## src/rtl/axioma_pmu_ctrl.sv

```systemverilog
// axioma_pmu_ctrl: CLKPR/WDTCSR/SMCR/MCUSR register block with timed-change windows and sleep/wake FSM
module axioma_pmu_ctrl #(
  parameter logic [7:0] ADDR_WDTCSR = 8'h60,
  parameter logic [7:0] ADDR_CLKPR = 8'h61,
  parameter logic [7:0] ADDR_SMCR = 8'h53,
  parameter logic [7:0] ADDR_MCUSR = 8'h54,
  parameter int WAKE_DELAY = 16
) (
  input logic clk,
  input logic reset,
  input logic [3:0] fuse_cksel,
  input logic fuse_ckdiv8,
  input logic [7:0] bus_addr,
  input logic bus_wr,
  input logic bus_rd,
  input logic [7:0] bus_wdata,
  output logic [7:0] bus_rdata,
  input logic wdr_exec,
  input logic sleep_exec,
  input logic wake_req,
  input logic [7:0] mcusr_in,
  output logic [3:0] clock_select,
  output logic [3:0] clock_prescaler,
  output logic wdt_enable,
  output logic [3:0] wdt_prescaler,
  output logic wdt_reset_req,
  output logic sleep_enable,
  output logic [2:0] sleep_mode,
  output logic [2:0] mcusr_clr,
  output logic cpu_halt,
  output logic cpu_wake,
  output logic [1:0] debug_state
);
  typedef enum logic [1:0] {AWAKE = 2'd0, SLEEP = 2'd1, WAKE = 2'd2} state_t;
  localparam int CW = WAKE_DELAY > 1 ? $clog2(WAKE_DELAY) : 1;
  state_t state, state_n;
  logic [CW-1:0] wcnt, wcnt_n;
  logic wake_n;
  logic [2:0] clk_win, wdt_win;
  logic [3:0] cksel, clkps;
  logic wde, wdie, wdp3, se;
  logic [2:0] wdp, sm;
  logic wr_clkpr, wr_wdt, wr_smcr, wr_mcusr, clk_open, wdt_open;
  logic [7:0] rd_data;
  assign wr_clkpr = bus_wr && bus_addr == ADDR_CLKPR;
  assign wr_wdt = bus_wr && bus_addr == ADDR_WDTCSR;
  assign wr_smcr = bus_wr && bus_addr == ADDR_SMCR;
  assign wr_mcusr = bus_wr && bus_addr == ADDR_MCUSR;
  assign clk_open = clk_win != 3'd0;
  assign wdt_open = wdt_win != 3'd0;
  assign rd_data = bus_addr == ADDR_CLKPR ? {clk_open, 3'b000, clkps} :
                   bus_addr == ADDR_WDTCSR ? {1'b0, wdie, wdp3, wdt_open, wde, wdp} :
                   bus_addr == ADDR_SMCR ? {4'b0000, sm, se} :
                   bus_addr == ADDR_MCUSR ? mcusr_in : 8'h00;
  assign clock_select = cksel;
  assign clock_prescaler = clkps;
  assign wdt_enable = wde;
  assign wdt_prescaler = {wdp3, wdp};
  assign sleep_mode = sm;
  assign sleep_enable = state != AWAKE;
  assign cpu_halt = state != AWAKE;
  assign debug_state = state;
  always_ff @(posedge clk) begin
    if (reset) begin
      cksel <= fuse_cksel;
      clkps <= fuse_ckdiv8 ? 4'b0011 : 4'b0000;
      clk_win <= 3'd0;
      wdt_win <= 3'd0;
      wde <= mcusr_in[2];
      wdie <= 1'b0;
      wdp3 <= 1'b0;
      wdp <= 3'd0;
      sm <= 3'd0;
      se <= 1'b0;
      bus_rdata <= 8'h00;
      mcusr_clr <= 3'd0;
      wdt_reset_req <= 1'b0;
    end else begin
      clk_win <= clk_open ? clk_win - 3'd1 : 3'd0;
      if (wr_clkpr && bus_wdata == 8'h80) clk_win <= 3'd4;
      else if (wr_clkpr && !bus_wdata[7] && clk_open) begin
        clkps <= bus_wdata[3:0] > 4'b1000 ? 4'b1000 : bus_wdata[3:0];
        clk_win <= 3'd0;
      end
      wdt_win <= wdt_open ? wdt_win - 3'd1 : 3'd0;
      wde <= wde | mcusr_in[2];
      if (wr_wdt) begin
        if (bus_wdata[4] && bus_wdata[3]) begin
          wdt_win <= 3'd4;
          wde <= 1'b1;
          wdie <= bus_wdata[6];
        end else if (!bus_wdata[4] && wdt_open) begin
          wdt_win <= 3'd0;
          wde <= bus_wdata[3] | mcusr_in[2];
          wdie <= bus_wdata[6];
          wdp3 <= bus_wdata[5];
          wdp <= bus_wdata[2:0];
        end else begin
          wde <= wde | bus_wdata[3] | mcusr_in[2];
          wdie <= bus_wdata[6];
        end
      end
      if (wr_smcr) {sm, se} <= bus_wdata[3:0];
      mcusr_clr <= wr_mcusr ? ~bus_wdata[2:0] : 3'd0;
      wdt_reset_req <= wdr_exec;
      if (bus_rd) bus_rdata <= rd_data;
    end
  end
  always_ff @(posedge clk) begin
    if (reset) begin
      state <= AWAKE;
      wcnt <= '0;
      cpu_wake <= 1'b0;
    end else begin
      state <= state_n;
      wcnt <= wcnt_n;
      cpu_wake <= wake_n;
    end
  end
  always_comb begin
    state_n = state;
    wcnt_n = wcnt;
    wake_n = 1'b0;
    if (state == AWAKE && sleep_exec && se && sm[2:1] != 2'b10) state_n = SLEEP;
    else if (state == SLEEP && wake_req) begin
      if (sm[2:1] == 2'b00) begin
        state_n = AWAKE;
        wake_n = 1'b1;
      end else begin
        state_n = WAKE;
        wcnt_n = CW'(WAKE_DELAY - 1);
      end
    end else if (state == WAKE) begin
      if (wcnt == '0) begin
        state_n = AWAKE;
        wake_n = 1'b1;
      end else wcnt_n = wcnt - 1'b1;
    end
  end
endmodule
```

## config.mk

```make
export PLATFORM = sky130hd
export DESIGN_NAME = axioma_pmu_ctrl
export DESIGN_NICKNAME = d
export VERILOG_FILES = /design/src/rtl/axioma_pmu_ctrl.sv
export SDC_FILE = /design/constraint.sdc
export NUM_CORES = 1
export LEC_CHECK = 0
export ABC_AREA = 0
export ABC_CLOCK_PERIOD_IN_PS = 1400
export BUFFER_PORTS_ARGS = -buffer_cell sky130_fd_sc_hd__buf_2
export CAP_MARGIN = 20
export CORE_MARGIN = 4
export CORE_UTILIZATION = 43
export CTS_CLUSTER_DIAMETER = 100
export DETAILED_ROUTE_END_ITERATION = 10
export GPL_TIMING_DRIVEN = 1
export PLACE_DENSITY = 0.82
export RECOVER_POWER = 100
export SYNTH_ARGS = -nofsm -noshare
export SYNTH_HDL_FRONTEND = slang
export SYNTH_SLANG_ARGS = --single-unit
```

## constraint.sdc

```tcl
create_clock -name clk -period 1.4 [get_ports clk]
set_input_delay 0.07 -clock clk [delete_from_list [all_inputs] [get_ports clk]]
set_output_delay 0.07 -clock clk [all_outputs]
set_load 0.05 [all_outputs]
```

==> impl_metrics.json, run 1 <==
{
  "status": "finished with violations",
  "violations_in_the_final_reports": "setup timing",
  "grt_start_max_net_pins": 18,
  "synth_compound_area_share_pct": 18.9,
  "die_w_um": 76.8,
  "timing.critical_path.cells": "nor4bb_4 > nand2_2 > a311o_1 > nand3_1",
  "tritoncts": "built",
  "least_margin_pin_slew_ns": 0.619,
  "worst_path_dominant_cell_family": "simple AND/OR/NAND/NOR gates",
  "timing.hold.ws_ns": 0.00899,
  "biggest_cell_delay_along_the_critical_path_ns": 0.38,
  "tritoncts.num_buffers": 5,
  "r2r_end": "wcnt[3]",
  "syn-mean-instance-area_um2": 9.55,
  "netlist_area_mm2": 0.00203,
  "top_level_ports": 69,
  "setup_ws_ns": -0.0145,
  "first_pass_grt_wire_length_mm": 9.25,
  "power.density_mw_per_mm2": 1010,
  "timing.hold.worst.start": "bus_wdata[1]",
  "cp-start-kind": "flip-flop",
  "ys_seq_area_share_pct": 46.2,
  "maximum_clock_frequency_ghz": 0.707,
  "multiplexer_area_fraction_after_synthesis_pct": 2.46,
  "cellLeakagePower_nw": 1.16,
  "grt-ovfl-total": 0,
  "worstPathMaxFanout": 6,
  "path_clk_slew_ns": 0.09,
  "count_of_vias_placed_by_the_detailed_router": 2067,
  "insertion_delay_ns": 0.30,
  "cts_root_buf": "sky130_fd_sc_hd__clkbuf_8",
  "dominantRegCellSynth": "sky130_fd_sc_hd__dfxtp_1",
  "finalNetCount": 355,
  "synth_enable_flop_cells": 8,
  "worst_slew_margin_rel_pct": 58.9,
  "min_period_ns": 1.41,
  "critical_path_class": "reg -> reg",
  "period_share_pct": 101,
  "placeableCoreArea_mm2": 0.00447,
  "detailed_place.area_mm2": 0.00260,
  "synth-adder-area-share_pct": 1.85,
  "holdCritPathClass": "in -> reg",
  "hold_viol": 0,
  "drc_errors": 0,
  "worstSetupEndpoint": "wcnt[3]",
  "route.detailed.vias_per_inst": 5.60,
  "ys_seq_elements": 43,
  "ant_nets": 0,
  "cp_data_arrival_time_ns": 1.65,
  "power.ir.vdd_worst_mv": 0.660,
  "drt_iter0_drc": 124,
  "post_drt_wl_per_cell_um": 16.5,
  "netlist_instances": 213,
  "drt_pass1_iterations": 5,
  "end_kind": "flip-flop",
  "place_worst_setup_slack_ns": -0.210,
  "postSynth.asyncResetShare_pct": 0,
  "timing.final.max_slew_violations": 0,
  "tritoncts_num_sinks": 43,
  "synth_top_family_by_area": "simple AND/OR/NAND/NOR gates",
  "crit_slowest_cell": "sky130_fd_sc_hd__a311o_1",
  "cts_buffer_depth": 2,
  "rows": 24,
  "cts_htree_levels": 2,
  "cap_viol_max_count": 0,
  "gp_congestion": 0.853,
  "timing.critical_path.buf_inv": 0,
  "placed_cells": 347,
  "chipHeight_um": 76.8,
  "area_growth_pct": 41.8,
  "final_setup_viols": 3,
  "instances_no_fill": 369,
  "postRouteWirelength_mm": 6.08,
  "critPathRequiredTime_ns": 1.63,
  "yosys.area_share.simple_pct": 26.3,
  "worst_clock_skew_ns": 0.00456,
  "r2r.worst_path.cells": 4,
  "layout-drive-gt1-share_pct": 37.5,
  "cp-startpoint": "debug_state[1]",
  "synth_nets": 252,
  "antenna-diode-count": 0,
  "yosysWarningCount": 0,
  "crit_cells": 4,
  "synth_xor_area_share_pct": 0,
  "worstReg2RegStart": "debug_state[1]",
  "hpwlAfterDp_mm": 4.41,
  "grt_setup_unrepaired": "true",
  "die_outline_area_mm2": 0.00590,
  "global_route.usage.total_pct": 19.3,
  "totalPowerFinal_mw": 2.91,
  "grt_antenna_before_repair": 0,
  "initial_core_util_pct": 45.5,
  "post-route-cell-area_mm2": 0.00289,
  "synthDistinctLibCells": 50,
  "port_buffers": 68,
  "vias_in_the_first_global_route": 1974,
  "rrSetupSlack_ns": -0.01
}
==> power by group <==
group | total [mW] | leakage [nW] | internal, mW | switching, mW
sequential | 1.37 | 0.366 | 1.33 | 0.0400
combinational | 0.752 | 0.749 | 0.337 | 0.415
clock | 0.784 | 0.0412 | 0.349 | 0.435
total | 2.91 | 1.16 | 2.02 | 0.890
==> registers in the layout (all words and copies together), names as in the netlist <==
register and count:
bus_rdata 8, clk_win 3, clock_prescaler 4, clock_select 4
cpu_wake 1, debug_state 2, mcusr_clr 3, se 1
sleep_mode 3, wcnt 4, wdie 1, wdp 3
wdp3 1, wdt_enable 1, wdt_reset_req 1, wdt_win 3
==> through the flow <==
step / TNS (ns) / utilization [%]
final: -0.0426 / 64.5
after global routing: -0.385 / 64.5
after CTS: 0 / 62.7
after detailed placement: -3.25 / 58.1
after global placement: -2.50 / 58.1
after floorplan: -0.0234 / -
==> worst register-to-register path: cells and delay by family (launching register included) <==
kind / cells / cell delay [ns]
AND/OR/NAND/NOR: 3 / 0.62
AO/OA/AOI/OAI: 1 / 0.38
flip-flops: 1 / 0.35
==> final cells by class <==
cell class	count	area (µm²)
multi-input cells	152	1130
clock buffers	6	72.6
repair buffers	107	621
well taps	52	65.1
fillers	367	1590
inverters	7	26.3
flip-flops and latches	43	953
clock inverters	2	12.5
==> layer usage <==
layer | vias to the layer above | wire [µm] | part of all wire (%) | track usage [%]
li1 | 999 | - | - | -
met1 | 975 | 2530 | 42 | 24.0
met2 | 82 | 3060 | 50 | 33.1
met3 | 11 | 405 | 6.7 | 4.33
met4 | 0 | 82 | 1.3 | 5.98
met5 | - | 0 | 0 | 0
==> worst min-delay path by stage <==
stage,endpoint,slack (ns),depth (start not counted)
after floorplan,mcusr_clr[0],0.14,1
after global placement,clock_select[0],0.25,1
after detailed placement,clock_select[0],0.25,1
after CTS,mcusr_clr[1],0.008,2
after global routing,mcusr_clr[1],0.003,2
final,mcusr_clr[1],0.009,2
==> cells in the mapped netlist (3+ instances only) <==
cell type	count	share of area, %
sky130_fd_sc_hd__a22o_1	11	4.7
sky130_fd_sc_hd__nand3b_1	3	1.1
sky130_fd_sc_hd__o21ai_0	17	4.2
sky130_fd_sc_hd__a21oi_1	9	2.2
sky130_fd_sc_hd__nor4_1	3	0.92
sky130_fd_sc_hd__buf_2	3	0.74
sky130_fd_sc_hd__inv_1	7	1.3
sky130_fd_sc_hd__ha_1	3	1.8
sky130_fd_sc_hd__nand4_1	3	0.92
sky130_fd_sc_hd__nand2b_1	7	2.2
sky130_fd_sc_hd__dfxtp_1	35	34
sky130_fd_sc_hd__nand2_1	11	2.0
sky130_fd_sc_hd__nor3b_1	6	2.2
sky130_fd_sc_hd__mux2i_1	5	2.5
sky130_fd_sc_hd__clkbuf_1	4	0.74
sky130_fd_sc_hd__nor2_1	20	3.7
sky130_fd_sc_hd__nand3_1	11	2.7
sky130_fd_sc_hd__nor3_1	3	0.74
sky130_fd_sc_hd__edfxtp_1	8	12
sky130_fd_sc_hd__a311oi_1	4	1.7
sky130_fd_sc_hd__nor2b_1	4	1.2
==> logic make-up after synthesis <==
kind of cell	after synthesis
compound gates	55
simple gates	89
fa+ha+maj	3
flops	43
mux	5
buf+inv	18
==> timing repair <==
item | in CTS | in global routing
endpoints found under the setup margin | 7 | 16
hold buffers | 6 | 0
pin swaps | 6 | 12
endpoints found under the hold margin | 6 | 0
resized for setup | 7 | 20
setup buffers | 4 | 4
==> cells in the final DEF (no fill, tap or decap), drive strengths merged, types with 4 or more instances in the layout <==
cell	instances
buf	78
dfxtp	35
clkbuf	29
nor2	20
o21ai	17
a22o	11
nand2	11
nand3	11
a21oi	9
edfxtp	8
nor3b	8
nand2b	7
inv	7
dlygate4sd3	6
nor3	6
mux2i	5
a311oi	4
nor2b	4
(Power assumes the default switching activity.)
==> run 2: changes to the inputs <==
--- a/config.mk
+++ b/config.mk
@@ -15,7 +15,7 @@
 export DETAILED_ROUTE_END_ITERATION = 10
 export GPL_TIMING_DRIVEN = 1
 export PLACE_DENSITY = 0.82
-export RECOVER_POWER = 100
+export RECOVER_POWER = 25
 export SYNTH_ARGS = -nofsm -noshare
 export SYNTH_HDL_FRONTEND = slang
 export SYNTH_SLANG_ARGS = --single-unit
==> impl_metrics.json, run 2 (synthesized netlist as in run 1, its figures left out) <==
{
  "timing.hold.worst_path_depth": 2,
  "largest_reg_flops": 8,
  "worstPathMaxFanout": 5,
  "power.density_mw_per_mm2": 1000,
  "worst_clock_skew_ns": 0.00463,
  "count_of_vias_placed_by_the_detailed_router": 2076,
  "drt_iter0_drc": 127,
  "clock_power_share_pct": 26.9,
  "power.share.sequential_pct": 47.0,
  "grt_start_max_net_pins": 18,
  "power_frac_comb_pct": 26.0,
  "end_kind": "flip-flop",
  "drc_errors": 0,
  "least_margin_pin_slew_ns": 0.619,
  "power.ir.vdd_worst_mv": 0.656,
  "cp_data_arrival_time_ns": 1.66,
  "layout-drive-gt1-share_pct": 42.6,
  "cts_htree_levels": 2,
  "status": "finished with violations",
  "port_buffers": 68,
  "first_pass_grt_wire_length_mm": 9.25,
  "instances_no_fill": 369,
  "min_period_ns": 1.42,
  "gp_congestion": 0.853,
  "die_outline_area_mm2": 0.00590,
  "vias_in_the_first_global_route": 1974,
  "placeableCoreArea_mm2": 0.00447,
  "route.detailed.vias_per_inst": 5.63,
  "grt_setup_unrepaired": "true",
  "hold_viol": 0,
  "grt-ovfl-total": 0,
  "postRouteWirelength_mm": 6.06,
  "switching_share_pct": 30.5,
  "antenna-diode-count": 0,
  "post_drt_wl_per_cell_um": 16.4,
  "final_setup_viols": 3,
  "insertion_delay_ns": 0.30,
  "worstReg2RegStart": "sleep_mode[1]",
  "tritoncts.num_buffers": 5,
  "die_w_um": 76.8,
  "maximum_clock_frequency_ghz": 0.705,
  "global_route.usage.total_pct": 19.3,
  "critPathRequiredTime_ns": 1.64,
  "timing.final.max_slew_violations": 0,
  "ant_nets": 0,
  "timing.hold.ws_ns": 0.00485,
  "rows": 24,
  "initial_core_util_pct": 45.5,
  "cp-startpoint": "sleep_mode[1]",
  "placed_cells": 347,
  "tritoncts_num_sinks": 43,
  "mostFrequentLayoutCell": "sky130_fd_sc_hd__buf_2",
  "path_clk_slew_ns": 0.08,
  "hpwlAfterDp_mm": 4.41,
  "top_level_ports": 69,
  "internal-power_mw": 2.02,
  "critical_path_class": "reg -> reg",
  "power.net_switching_mw": 0.890,
  "timing.hold.worst.start": "bus_wdata[1]",
  "tritoncts": "built",
  "holdCritPathClass": "in -> reg",
  "top_register": "bus_rdata",
  "area_growth_pct": 42.8,
  "worst_slew_margin_rel_pct": 58.9,
  "totalPowerFinal_mw": 2.91,
  "cp-start-kind": "flip-flop",
  "r2r.worst_path.cells": 4,
  "grt_antenna_before_repair": 0,
  "cap_viol_max_count": 0,
  "violations_in_the_final_reports": "setup timing",
  "cellLeakagePower_nw": 1.21,
  "period_share_pct": 101,
  "cts_root_buf": "sky130_fd_sc_hd__clkbuf_8",
  "post-route-util_pct": 64.9,
  "chipHeight_um": 76.8,
  "setup_ws_ns": -0.0189,
  "drt_pass1_iterations": 5,
  "mostFrequentLayoutCells": "62 x sky130_fd_sc_hd__buf_2, 31 x sky130_fd_sc_hd__buf_4, 27 x sky130_fd_sc_hd__dfxtp_1",
  "cts_buffer_depth": 2,
  "finalNetCount": 355
}
run 2: cell types whose count changed in the layout (fill, tap and decap cells not counted), sizes merged:
| cell | before | now |
|---|---|---|
| buf | 78 | 94 |
| clkbuf | 29 | 13 |
run 2: cell type report:
type                       count  area (µm²)
timing repair buffer         107         641
sequential                    43         953
inverter                       7        26.3
clock inverter                 2        12.5
fill                         359        1570
tap                           52        65.1
clock buffer                   6        72.6
multi-input combinational    152        1130
run 2: metrics by stage:
| step | area [µm²] | TNS, ns | setup slack [ns] |
|---|---|---|---|
| after floorplan | 2060 | -0.0234 | -0.0105 |
| after global placement | 2600 | -2.50 | -0.171 |
| after detailed placement | 2600 | -3.25 | -0.210 |
| after CTS | 2810 | 0 | 0.000463 |
| after global routing | 2910 | -0.385 | -0.0966 |
| final | 2910 | -0.0454 | -0.0189 |
run 2: path summary, 6_finish.rpt:
kind | end | slack, ns
min reg2reg | wdt_win[0] | 0.47
max | wcnt[3] | -0.02
min | mcusr_clr[1] | 0.005
max reg2reg | wcnt[3] | -0.02
run 2: what timing repair did:
item	4_1_cts	5_1_grt
pin swaps	6	12
hold buffers	6	0
hold endpoints to repair	6	0
buffers inserted	4	4
setup endpoints to repair	7	16
resized for setup	7	20
run 2: layer usage:
metal,vias up,wire length (µm),part of all wire (%),GRT usage (%)
met3,12,334,5.5,4.33
met2,74,3050,50,33.1
met5,-,0,0,0
li1,999,-,-,-
met4,0,102,1.7,5.98
met1,991,2570,42,24.0
run 2: power by group through the flow:
| stage | Clock (mW) | Combinational [mW] | Sequential, mW |
|---|---|---|---|
| 2_1_floorplan | 0 | 0.249 | 1.49 |
| 3_3_place_gp | 0 | 0.576 | 1.39 |
| 3_5_place_dp | 0 | 0.600 | 1.39 |
| 4_1_cts | 0.788 | 0.621 | 1.36 |
| 5_1_grt | 0.847 | 0.810 | 1.38 |
| 6_report | 0.784 | 0.759 | 1.37 |
run 2: worst max-delay path: stages, from the launching register on:
cell and delay [ns]:
sky130_fd_sc_hd__dfxtp_2 0.35, sky130_fd_sc_hd__nand2b_1 0.21, sky130_fd_sc_hd__a2111oi_1 0.60, sky130_fd_sc_hd__a31oi_1 0.09, sky130_fd_sc_hd__nand3_1 0.11
